[src/rtl/pkt_wr_buf_pkg.sv]
// Shared constants, FSM state encoding and the checksum-clear helper
// for the packet write buffer.
package pkt_wr_buf_pkg;

    localparam int DATA_WIDTH = 32;
    localparam int ADDR_WIDTH = 8;
    localparam int DEPTH      = 64;
    localparam int PTR_W      = 6;
    localparam int LEN_W      = 7;
    localparam int CSUM_WORD  = 6;
    localparam int CSUM_LSB   = 16;

    localparam logic                  RST_ENABLED = 1'b0;
    localparam logic [DATA_WIDTH-1:0] ZERO_WORD   = '0;
    localparam logic [15:0]           ZERO_HALF   = '0;

    typedef enum logic [1:0] {
        PKTW_IDLE = 2'd0,
        PKTW_RECV = 2'd1,
        PKTW_HOLD = 2'd2,
        PKTW_DROP = 2'd3
    } pktw_state_t;

    function automatic logic [DATA_WIDTH-1:0] clear_csum(input logic [DATA_WIDTH-1:0] word);
        logic [DATA_WIDTH-1:0] r_word;
        r_word                   = word;
        r_word[CSUM_LSB +: 16]   = ZERO_HALF;
        return r_word;
    endfunction

endpackage

[src/rtl/pkt_wr_buf_if.sv]
// Valid/ready word stream feeding the packet write buffer.
interface pkt_wr_buf_if;
    import pkt_wr_buf_pkg::*;

    logic                  in_valid;
    logic                  in_ready;
    logic [DATA_WIDTH-1:0] in_data;
    logic                  in_last;

    modport master (output in_valid, output in_data, output in_last, input in_ready);
    modport slave  (input in_valid, input in_data, input in_last, output in_ready);

endinterface

[src/rtl/pkt_dpram.sv]
// 1-write/1-read packet memory; registered read returns old data when
// the same word is written in the same cycle.
module pkt_dpram
    import pkt_wr_buf_pkg::*;
(
    input  logic                  clk,
    input  logic                  rst,
    input  logic                  i_we,
    input  logic [PTR_W-1:0]      i_waddr,
    input  logic [DATA_WIDTH-1:0] i_wdata,
    input  logic [PTR_W-1:0]      i_raddr,
    output logic [DATA_WIDTH-1:0] o_rdata
);

    logic [DATA_WIDTH-1:0] r_mem [DEPTH];
    logic [DATA_WIDTH-1:0] r_rdata;

    // Storage is never reset so it can map onto a RAM macro.
    always_ff @(posedge clk) begin
        if (i_we) begin
            r_mem[i_waddr] <= i_wdata;
        end
    end

    always_ff @(posedge clk) begin
        if (rst == RST_ENABLED) begin
            r_rdata <= ZERO_WORD;
        end else begin
            r_rdata <= r_mem[i_raddr];
        end
    end

    assign o_rdata = r_rdata;

endmodule

[src/rtl/pkt_wr_buf.sv]
// Packet write buffer: stores one packet of up to DEPTH words, clears the
// checksum field on the way in and holds the packet until released.
//
//   state | meaning
//   IDLE  | empty, waiting for word 0
//   RECV  | storing words 1..DEPTH-1
//   HOLD  | packet stored, reader owns the buffer until i_release
//   DROP  | packet too long, swallowing words until in_last
module pkt_wr_buf
    import pkt_wr_buf_pkg::*;
(
    input  logic                  clk,
    input  logic                  rst,
    pkt_wr_buf_if.slave           s_in,
    input  logic                  i_release,
    output logic                  o_pkt_done,
    output logic                  o_pkt_err,
    output logic [LEN_W-1:0]      o_pkt_len,
    output logic                  o_busy,
    input  logic [ADDR_WIDTH-1:0] i_addr,
    output logic [DATA_WIDTH-1:0] o_data
);

    pktw_state_t           r_state;
    pktw_state_t           w_state_nxt;
    logic [PTR_W-1:0]      r_wr_ptr;
    logic [PTR_W-1:0]      w_wr_ptr_nxt;
    logic [LEN_W-1:0]      r_pkt_len;
    logic [LEN_W-1:0]      w_pkt_len_nxt;
    logic                  r_in_ready;
    logic                  r_pkt_done;
    logic                  r_pkt_err;
    logic                  w_xfer;
    logic                  w_we;
    logic [PTR_W-1:0]      w_waddr;
    logic [DATA_WIDTH-1:0] w_wdata;
    logic                  w_busy;
    logic                  w_addr_unused;

    assign w_xfer = s_in.in_valid & r_in_ready;

    always_ff @(posedge clk) begin
        if (rst == RST_ENABLED) begin
            r_state    <= PKTW_IDLE;
            r_wr_ptr   <= '0;
            r_pkt_len  <= '0;
            r_in_ready <= 1'b0;
            r_pkt_done <= 1'b0;
            r_pkt_err  <= 1'b0;
        end else begin
            r_state    <= w_state_nxt;
            r_wr_ptr   <= w_wr_ptr_nxt;
            r_pkt_len  <= w_pkt_len_nxt;
            r_in_ready <= (w_state_nxt != PKTW_HOLD);
            r_pkt_done <= (w_state_nxt == PKTW_HOLD) && (r_state != PKTW_HOLD);
            r_pkt_err  <= (r_state == PKTW_DROP) && (w_state_nxt == PKTW_IDLE);
        end
    end

    always_comb begin
        w_state_nxt   = r_state;
        w_wr_ptr_nxt  = r_wr_ptr;
        w_pkt_len_nxt = r_pkt_len;
        case (r_state)
            PKTW_IDLE: begin
                if (w_xfer) begin
                    w_wr_ptr_nxt = PTR_W'(1);
                    if (s_in.in_last) begin
                        w_state_nxt   = PKTW_HOLD;
                        w_pkt_len_nxt = LEN_W'(1);
                    end else begin
                        w_state_nxt = PKTW_RECV;
                    end
                end
            end
            PKTW_RECV: begin
                if (w_xfer) begin
                    w_wr_ptr_nxt = r_wr_ptr + PTR_W'(1);
                    if (s_in.in_last) begin
                        w_state_nxt   = PKTW_HOLD;
                        w_pkt_len_nxt = {1'b0, r_wr_ptr} + LEN_W'(1);
                    end else if (r_wr_ptr == PTR_W'(DEPTH - 1)) begin
                        w_state_nxt = PKTW_DROP;
                    end
                end
            end
            PKTW_HOLD: begin
                if (i_release) begin
                    w_state_nxt  = PKTW_IDLE;
                    w_wr_ptr_nxt = '0;
                end
            end
            PKTW_DROP: begin
                if (w_xfer && s_in.in_last) begin
                    w_state_nxt  = PKTW_IDLE;
                    w_wr_ptr_nxt = '0;
                end
            end
            default: begin
                w_state_nxt  = PKTW_IDLE;
                w_wr_ptr_nxt = '0;
            end
        endcase
    end

    always_comb begin
        w_busy  = (r_state == PKTW_RECV) || (r_state == PKTW_HOLD);
        w_we    = w_xfer && ((r_state == PKTW_IDLE) || (r_state == PKTW_RECV));
        w_waddr = (r_state == PKTW_IDLE) ? '0 : r_wr_ptr;
        w_wdata = s_in.in_data;
        if (w_waddr == PTR_W'(CSUM_WORD)) begin
            w_wdata = clear_csum(s_in.in_data);
        end
    end

    pkt_dpram u_dpram (
        .clk     (clk),
        .rst     (rst),
        .i_we    (w_we),
        .i_waddr (w_waddr),
        .i_wdata (w_wdata),
        .i_raddr (i_addr[2 +: PTR_W]),
        .o_rdata (o_data)
    );

    // Byte lanes within a word are not addressable on the read port.
    assign w_addr_unused = ^i_addr[1:0];

    assign s_in.in_ready = r_in_ready;
    assign o_pkt_done    = r_pkt_done;
    assign o_pkt_err     = r_pkt_err;
    assign o_pkt_len     = r_pkt_len;
    assign o_busy        = w_busy;

endmodule

[src/flat_wrapper.sv]
// flat-port wrapper written by rule: the top's interface ports become plain ports
module pkt_wr_buf_flat import pkt_wr_buf_pkg::*;
  (clk, rst, i_release, o_pkt_done, o_pkt_err, o_pkt_len, o_busy, i_addr, o_data, s_in_in_valid, s_in_in_data, s_in_in_last, s_in_in_ready);
  pkt_wr_buf_if s_in_i ();
  input  logic clk;
  input  logic rst;
  input  logic i_release;
  output logic o_pkt_done;
  output logic o_pkt_err;
  output logic [LEN_W-1:0] o_pkt_len;
  output logic o_busy;
  input  logic [ADDR_WIDTH-1:0] i_addr;
  output logic [DATA_WIDTH-1:0] o_data;
  input wire logic [$bits(s_in_i.in_valid)-1:0] s_in_in_valid;
  input wire logic [$bits(s_in_i.in_data)-1:0] s_in_in_data;
  input wire logic [$bits(s_in_i.in_last)-1:0] s_in_in_last;
  output wire logic [$bits(s_in_i.in_ready)-1:0] s_in_in_ready;
  assign s_in_i.in_valid = s_in_in_valid;
  assign s_in_i.in_data = s_in_in_data;
  assign s_in_i.in_last = s_in_in_last;
  assign s_in_in_ready = s_in_i.in_ready;
  pkt_wr_buf u_core (.clk(clk), .rst(rst), .s_in(s_in_i), .i_release(i_release), .o_pkt_done(o_pkt_done), .o_pkt_err(o_pkt_err), .o_pkt_len(o_pkt_len), .o_busy(o_busy), .i_addr(i_addr), .o_data(o_data));
endmodule
[config.mk]
export PLATFORM = sky130hd
export DESIGN_NAME = pkt_wr_buf_flat
export DESIGN_NICKNAME = d
export VERILOG_FILES = /design/src/rtl/pkt_wr_buf_pkg.sv /design/src/rtl/pkt_wr_buf_if.sv /design/src/rtl/pkt_dpram.sv /design/src/rtl/pkt_wr_buf.sv /design/src/flat_wrapper.sv
export SDC_FILE = /design/constraint.sdc
export NUM_CORES = 2
export LEC_CHECK = 0
export CORE_MARGIN = 2
export CORE_UTILIZATION = 48
export DETAILED_ROUTE_END_ITERATION = 8
export MAX_ROUTING_LAYER = met4
export PLACE_DENSITY = 0.64
export SETUP_SLACK_MARGIN = 0.4
export SYNTH_ARGS = -nofsm -noshare
export SYNTH_HDL_FRONTEND = slang
export SYNTH_SLANG_ARGS = --single-unit
export TNS_END_PERCENT = 5
[constraint.sdc]
create_clock -name clk -period 9.5 [get_ports clk]
set_clock_uncertainty 0.1 [all_clocks]
set_input_delay 0.95 -clock clk [delete_from_list [all_inputs] [get_ports clk]]
set_output_delay 0.95 -clock clk [all_outputs]
set_load 0.03 [all_outputs]
# Yosys cells after proc, flatten, opt, wreduce, memory -nomap -nowiden
# Memories as Yosys holds them, arrays and structs flattened. A register that Yosys moved wholly into a read port is not among the register bits.
# Cells that the tools add are included.
[word_totals] regBits=18 ram_bits=2048 in_bits=45 output_inout_bits=43 wordCells=58 memories=1
[mem_list] name="u_core.u_dpram.r_mem" depth=64 width=32 rd=1 rd_ports_with_merged_regs=1 write_ports=1 line="pkt_dpram.sv:15" rtl="logic [DATA_WIDTH-1:0] r_mem [DEPTH];"
[op_classes] n_addsub=2 eq_ne=14 muxes=22 n_bitwise=1 reduce_logical=12
[ops] cell="two-way mux 32 bit" count=1
[ops] cell="two-way mux 6 bit" count=5
[ops] cell="two-way mux 7 bit" count=4
[ops] cell="one-hot mux 6 bit (4 select lines)" count=1
[ops] cell="two-way mux 2 bit" count=7
[ops] cell="one-hot mux 7 bit (2 select lines)" count=1
[ops] cell="!= test 2 bit (second input constant)" count=6
[ops] cell="one-hot mux 2 bit (4 select lines)" count=1
[ops] cell="adder 6 x 1 -> 7 bit (second input constant)" count=1
[ops] cell="adder 6 x 1 -> 6 bit (second input constant)" count=1
[ops] cell="equality test 2 bit (second input constant)" count=3
[ops] cell="equality test 6 x 3 -> 1 bit (second input constant)" count=1
[ops] cell="equality test 6 bit (second input constant)" count=1
[ops] cell="AND reduction 5 bit" count=1
[ops] cell="logical AND 1 bit" count=4
[ops] cell="zero test 2 bit" count=2
[ops] cell="!= test 2 x 1 -> 1 bit (second input constant)" count=2
[ops] cell="AND reduction 4 bit" count=1
[ops] cell="equality test 2 x 1 -> 1 bit (second input constant)" count=1
[ops] cell="logical OR 1 bit" count=2
[ops] cell="two-way mux 1 bit" count=2
[ops] cell="nonzero test 2 bit" count=1
[ops] cell="AND 1 bit" count=1
[ops] cell="zero test 1 bit" count=1

# Logic depth before layout (Yosys ltp)
[depth] word_depth=7 mapped_depth=9 depth_no_buf=7

# Hierarchy
# Synthesis repeated with hierarchy kept, for this count alone.
[hier_totals] hier_cells=3550 hier_area_um2=80594.8
[by_module_without_submodules] module="pkt_dpram" n_inst=1 cells_per_inst=3405 area_per_inst_um2=79444.9 seq_area_each_um2=62139.6
[by_module_without_submodules] module="pkt_wr_buf" n_inst=1 cells_per_inst=145 area_per_inst_um2=1149.9 seq_area_each_um2=360.3

# Worst setup path after synthesis
# No wires, ideal clock.
[synth_path] kind="in2reg" from="input s_in_in_valid" to="memory u_core.u_dpram.r_mem[59][0] (enable)" setup_time_ns=0.421 arrival_time_ns=3.228 required_ns=8.979 setup_slack_ns=5.751 cell_stages=5 path_buffers=1 cell_sequence="and2_1 clkbuf_1 nor3b_1 nand3_1 nor2_1"
[synth_via] elab_chain_len=4
[synth_lines] item="from (decl)" line="flat_wrapper.sv:14" rtl="input wire logic [$bits(s_in_i.in_valid)-1:0] s_in_in_valid;"
[synth_lines] item="AND 1 bit" line="pkt_wr_buf.sv:40" rtl="assign w_xfer = s_in.in_valid & r_in_ready;"
[synth_lines] item="logical AND 1 bit" line="pkt_wr_buf.sv:108" rtl="w_we = w_xfer && ((r_state == PKTW_IDLE) || (r_state == PKTW_RECV));"
[synth_lines] item="two-way mux 1 bit" line="pkt_dpram.sv:20" rtl="if (i_we) begin"
[synth_lines] item="two-way mux 1 bit (not written as such)" line="pkt_dpram.sv:21" rtl="r_mem[i_waddr] <= i_wdata;"
[synth_lines] item="to (decl)" line="pkt_dpram.sv:15"
# No other way between the ends.

# Worst setup path after layout
[layout_path] from="register u_core.r_state[1]" to="memory u_core.u_dpram.r_mem[23][3] (enable)"
[layout_via] elab_chain_len=5 word_cells_on_any_way=7 classes_between="1 x eq/ne; 3 x mux; 3 x reduce/logical"
[layout_lines] item="from (decl)" line="pkt_wr_buf.sv:24" rtl="pktw_state_t r_state;"
[layout_lines] item="from (signal assigned)" line="pkt_wr_buf.sv:51" rtl="r_state <= w_state_nxt;"
[layout_lines] item="equality test 2 x 1 -> 1 bit or zero test 2 bit (tied branches)" line="pkt_wr_buf.sv:108, pkt_wr_buf.sv:109"
[layout_lines] item="logical OR 1 bit" line="pkt_wr_buf.sv:108"
[layout_lines] item="logical AND 1 bit" line="pkt_wr_buf.sv:108"
[layout_lines] item="two-way mux 1 bit" line="pkt_dpram.sv:20"
[layout_lines] item="two-way mux 1 bit (not written as such)" line="pkt_dpram.sv:21"
# Several ways; a longest one is shown, not always the timed one.

==> results_dict.tcl <==
set metrics [dict create \
    worstHoldPathType "reg2reg" \
    gpl.final_weighted_congestion 0.7892 \
    final_min_period_over_clock_period_pct 44.15 \
    critical_path_required_ns 9.85 \
    timing.final.crit_period_ns 4.194 \
    drv_cap 0 \
    ctsResizeCount 0 \
    via_count 38670 \
    endpoint_of_the_worst_hold_timing_path "u_core.o_pkt_len[1]" \
    critical_path_peak_fanout 25 \
    synthesized_netlist_net_count 3563 \
    drive_gt1_share_pct 26.69 \
    combinationalPowerShare_pct 4.7 \
    dieArea_sq_um 169900 \
    n_fill_cell 12340 \
    grt_start_max_net_pins 100 \
    power_frac_seq_pct 53.5 \
    synthDominantAreaCellType "sky130_fd_sc_hd__edfxtp_1" \
    grt_antenna_before_repair 9 \
    timing.critical_path.from_type "flip-flop" \
    worst_ep_arrival_time_ns 4.55 \
    detail_route.drc_violations 0 \
    maxSlewViolCount 0 \
    setup_fix_buffers_added_after_clock_tree_synthesis 0 \
    internal_power_uw 15080 \
    post_drt_via_cell_ratio 6.340 \
    syn-instance-count 3513 \
    max-slew-margin-rel_pct 10.70 \
    ys_seq_area_share_pct 78.14 \
    grt_usage_pct 25.71 \
    placeableCoreArea_sq_um 165200 \
    ys_top_cells_by_area "sky130_fd_sc_hd__edfxtp_1 (77%), sky130_fd_sc_hd__mux4_2 (15%), sky130_fd_sc_hd__mux2i_1 (1.3%), sky130_fd_sc_hd__dfxtp_1 (1.3%), sky130_fd_sc_hd__a22oi_1 (0.70%)" \
    final_hold_viol_count 0 \
    total_number_of_nets_in_the_final_design 3781 \
    setup_viol 0 \
    wl_per_cell_um 34.47 \
    gr-total-overflow 0 \
    first_global_vias 38380 \
    synthToLayoutAreaGrowth_pct 13.16 \
    worst_r2r_startpoint "u_core.r_state[1]" \
    cp-end-kind "flip-flop" \
    swShare_pct 20.80 \
    clkPwrFrac_pct 41.7 \
    timing.fmax_mhz 238.4 \
    detail-route-antenna-nets 0 \
    footprint_of_the_multi_input_gates_sq_um 16960 \
    cts-buffers-inserted 202 \
    share_of_yosys_cell_area_claimed_by_the_top_area_cell_type_pct 76.88 \
    grt_setup_unrepaired "false" \
    mapped_cell_area_sq_um 79990 \
    hold_start "u_core.o_pkt_len[1]" \
    max_slew.worst_pin.slew_ns 1.339 \
    cts.root.buffer_cell "sky130_fd_sc_hd__clkbuf_16" \
    row_count 149 \
    number_of_h_tree_branching_levels 4 \
    leakage_uw 0.02801 \
    synthDistinctLibCells 57 \
    synth_top_flop_cell "sky130_fd_sc_hd__edfxtp_1" \
    run_status "finished clean" \
    port_buffer_cells 85 \
    vdd.ir_drop.worst_v 0.0001457 \
    fp.dieH_um 412.2 \
    io-pin-count 88 \
    yosys_warnings 0 \
    fp.dieW_um 412.2 \
    worst_hold_path.num_cells 2 \
    postSynth.asyncResetShare_pct 0 \
    tns_ns 0 \
    first_pass_grt_wire_length_mm 294.3 \
    layout.cell_area.non_filler_sq_um 90520 \
    power_switching_uw 3960 \
    number_of_buffers_on_the_longest_clock_path 3 \
    yosys-top-cells-count "sky130_fd_sc_hd__edfxtp_1 (2,048), sky130_fd_sc_hd__mux4_2 (522), sky130_fd_sc_hd__nor2_1 (115), sky130_fd_sc_hd__mux2i_1 (102), sky130_fd_sc_hd__a22oi_1 (75)" \
    finalWirelength_mm 210.3 \
    hpwlAfterDp_mm 111.5 \
    cellPowerDensity_nw_per_um2 210.4 \
    reg2reg_capture_point "u_core.u_dpram.r_mem[23][3]" \
    timing.setup.critical_path_class "reg2reg" \
    insertion_delay_ns 0.84 \
    postSynthAreaPerCell_sq_um 22.77 \
    dpl_cell_area_sq_um 83960 \
    ctsHoldBuffers 0 \
    area.sequential_sq_um 62500 \
    tritoncts "built" \
    number_of_register_bits_inferred_by_synthesis 2098 \
    most_frequently_used_cell_type_in_the_post_synthesis_netlist "sky130_fd_sc_hd__edfxtp_1" \
    reg2reg_setup_slack_ns 5.31 \
    drt_iter0_drc 5481 \
    worst-r2r-cell-count 7 \
    drt_first_pass_iters 5 \
    initial_core_util_pct 48.43 \
    worst_setup_hold_path_clk_slew_ns 0.06 \
    edff_count_synth 2048 \
    cts_sinks 2098 \
]
==> logic make-up (layout without fill, tap and decap cells) <==
family,count (synthesis),count (layout),share of synthesized area (%)
AO/OA/AOI/OAI,284,284,2.542
AND/OR/NAND/NOR,295,295,1.741
adder cells (fa/ha/maj),5,5,0.07821
XOR/XNOR,3,3,0.03285
buffers and inverters,192,575,1.328
multiplexers,636,636,16.14
other,0,14,0
flip-flops,2098,2098,78.14
==> per-layer routing <==
metal / GRT usage [%] / vias up / routed length [um]
met1: 35.44 / 20990 / 83420
met2: 39.75 / 1961 / 102300
met3: 4.509 / 294 / 18140
met4: 7.557 / 0 / 6347
li1: - / 15430 / -
met5: - / - / 0
==> state kept, by name, indices dropped and copies added (netlist names) <==
signal	count
u_core.o_pkt_done	1
u_core.o_pkt_err	1
u_core.o_pkt_len	7
u_core.r_state	2
u_core.r_wr_ptr	6
u_core.s_in.in_ready	1
u_core.u_dpram.o_rdata	32
u_core.u_dpram.r_mem	2048
==> placed cells by master, fill, tap and decap left out, types with 48 or more instances in the layout <==
cell                                 n
sky130_fd_sc_hd__a22oi_1            75
sky130_fd_sc_hd__buf_4             107
sky130_fd_sc_hd__clkdlybuf4s50_1    64
sky130_fd_sc_hd__dfxtp_1            50
sky130_fd_sc_hd__a21oi_1            49
sky130_fd_sc_hd__mux4_2            522
sky130_fd_sc_hd__edfxtp_1         2048
sky130_fd_sc_hd__nand2_1            50
sky130_fd_sc_hd__clkbuf_1           49
sky130_fd_sc_hd__nor2_1             48
sky130_fd_sc_hd__nor2_4             64
sky130_fd_sc_hd__mux2i_1           102
sky130_fd_sc_hd__clkbuf_16         209
==> final cells by class <==
cell class                 count  area share (%)
clock inverter               101           1.074
timing repair buffer         199           1.916
antenna                       14         0.03870
tap                         2189           3.026
clock buffer                 268           6.133
multi-input combinational   1223           18.74
sequential                  2098           69.05
inverter                       7         0.02903
==> worst max path at each step <==
stage	from	endpoint	slack, ns	cells past startpoint
2_1_floorplan	s_in_in_valid	u_core.u_dpram.r_mem[59][0]	5.75	5
3_3_place_gp	i_addr[2]	u_core.u_dpram.o_rdata[25]	4.75	7
3_5_place_dp	i_addr[2]	u_core.u_dpram.o_rdata[25]	4.75	7
4_1_cts	u_core.r_state[1]	u_core.u_dpram.r_mem[23][9]	5.32	7
5_1_grt	u_core.r_state[1]	u_core.u_dpram.r_mem[23][14]	5.18	7
6_report	u_core.r_state[1]	u_core.u_dpram.r_mem[23][3]	5.31	7
==> power groups by stage <==
stage	Sequential [uW]	Combinational (uW)	Clock, uW
after floorplan	10400	514	0
after global placement	10400	898	0
after detailed placement	10400	909	0
after CTS	10200	910	8040
after global routing	10200	952	8400
final	10200	903	7950
==> per-stage QoR <==
stage               power, uW  worst slack, ns  hold slack [ns]  instances  utilization, %
floorplan               10930            5.751           0.4805       3513               -
CTS                     19140            5.317           0.3618       6085           54.78
global placement        11290            4.749           0.3433       5716           50.83
detailed placement      11300            4.752           0.3452       5716           50.83
finish                  19040            5.306           0.3570       6099           54.80
global route            19540            5.184           0.3921       6097           54.80
==> critical path, stage by stage (launching register included) <==
cell	delay, ns
sky130_fd_sc_hd__dfxtp_1	0.44
sky130_fd_sc_hd__inv_1	0.09
sky130_fd_sc_hd__ha_1	0.44
sky130_fd_sc_hd__nor2b_1	0.42
sky130_fd_sc_hd__and3_1	0.30
sky130_fd_sc_hd__nand3_1	0.75
sky130_fd_sc_hd__nor2_4	0.61
sky130_fd_sc_hd__buf_4	0.59
No activity file was read; power rests on OpenSTA's default activity.
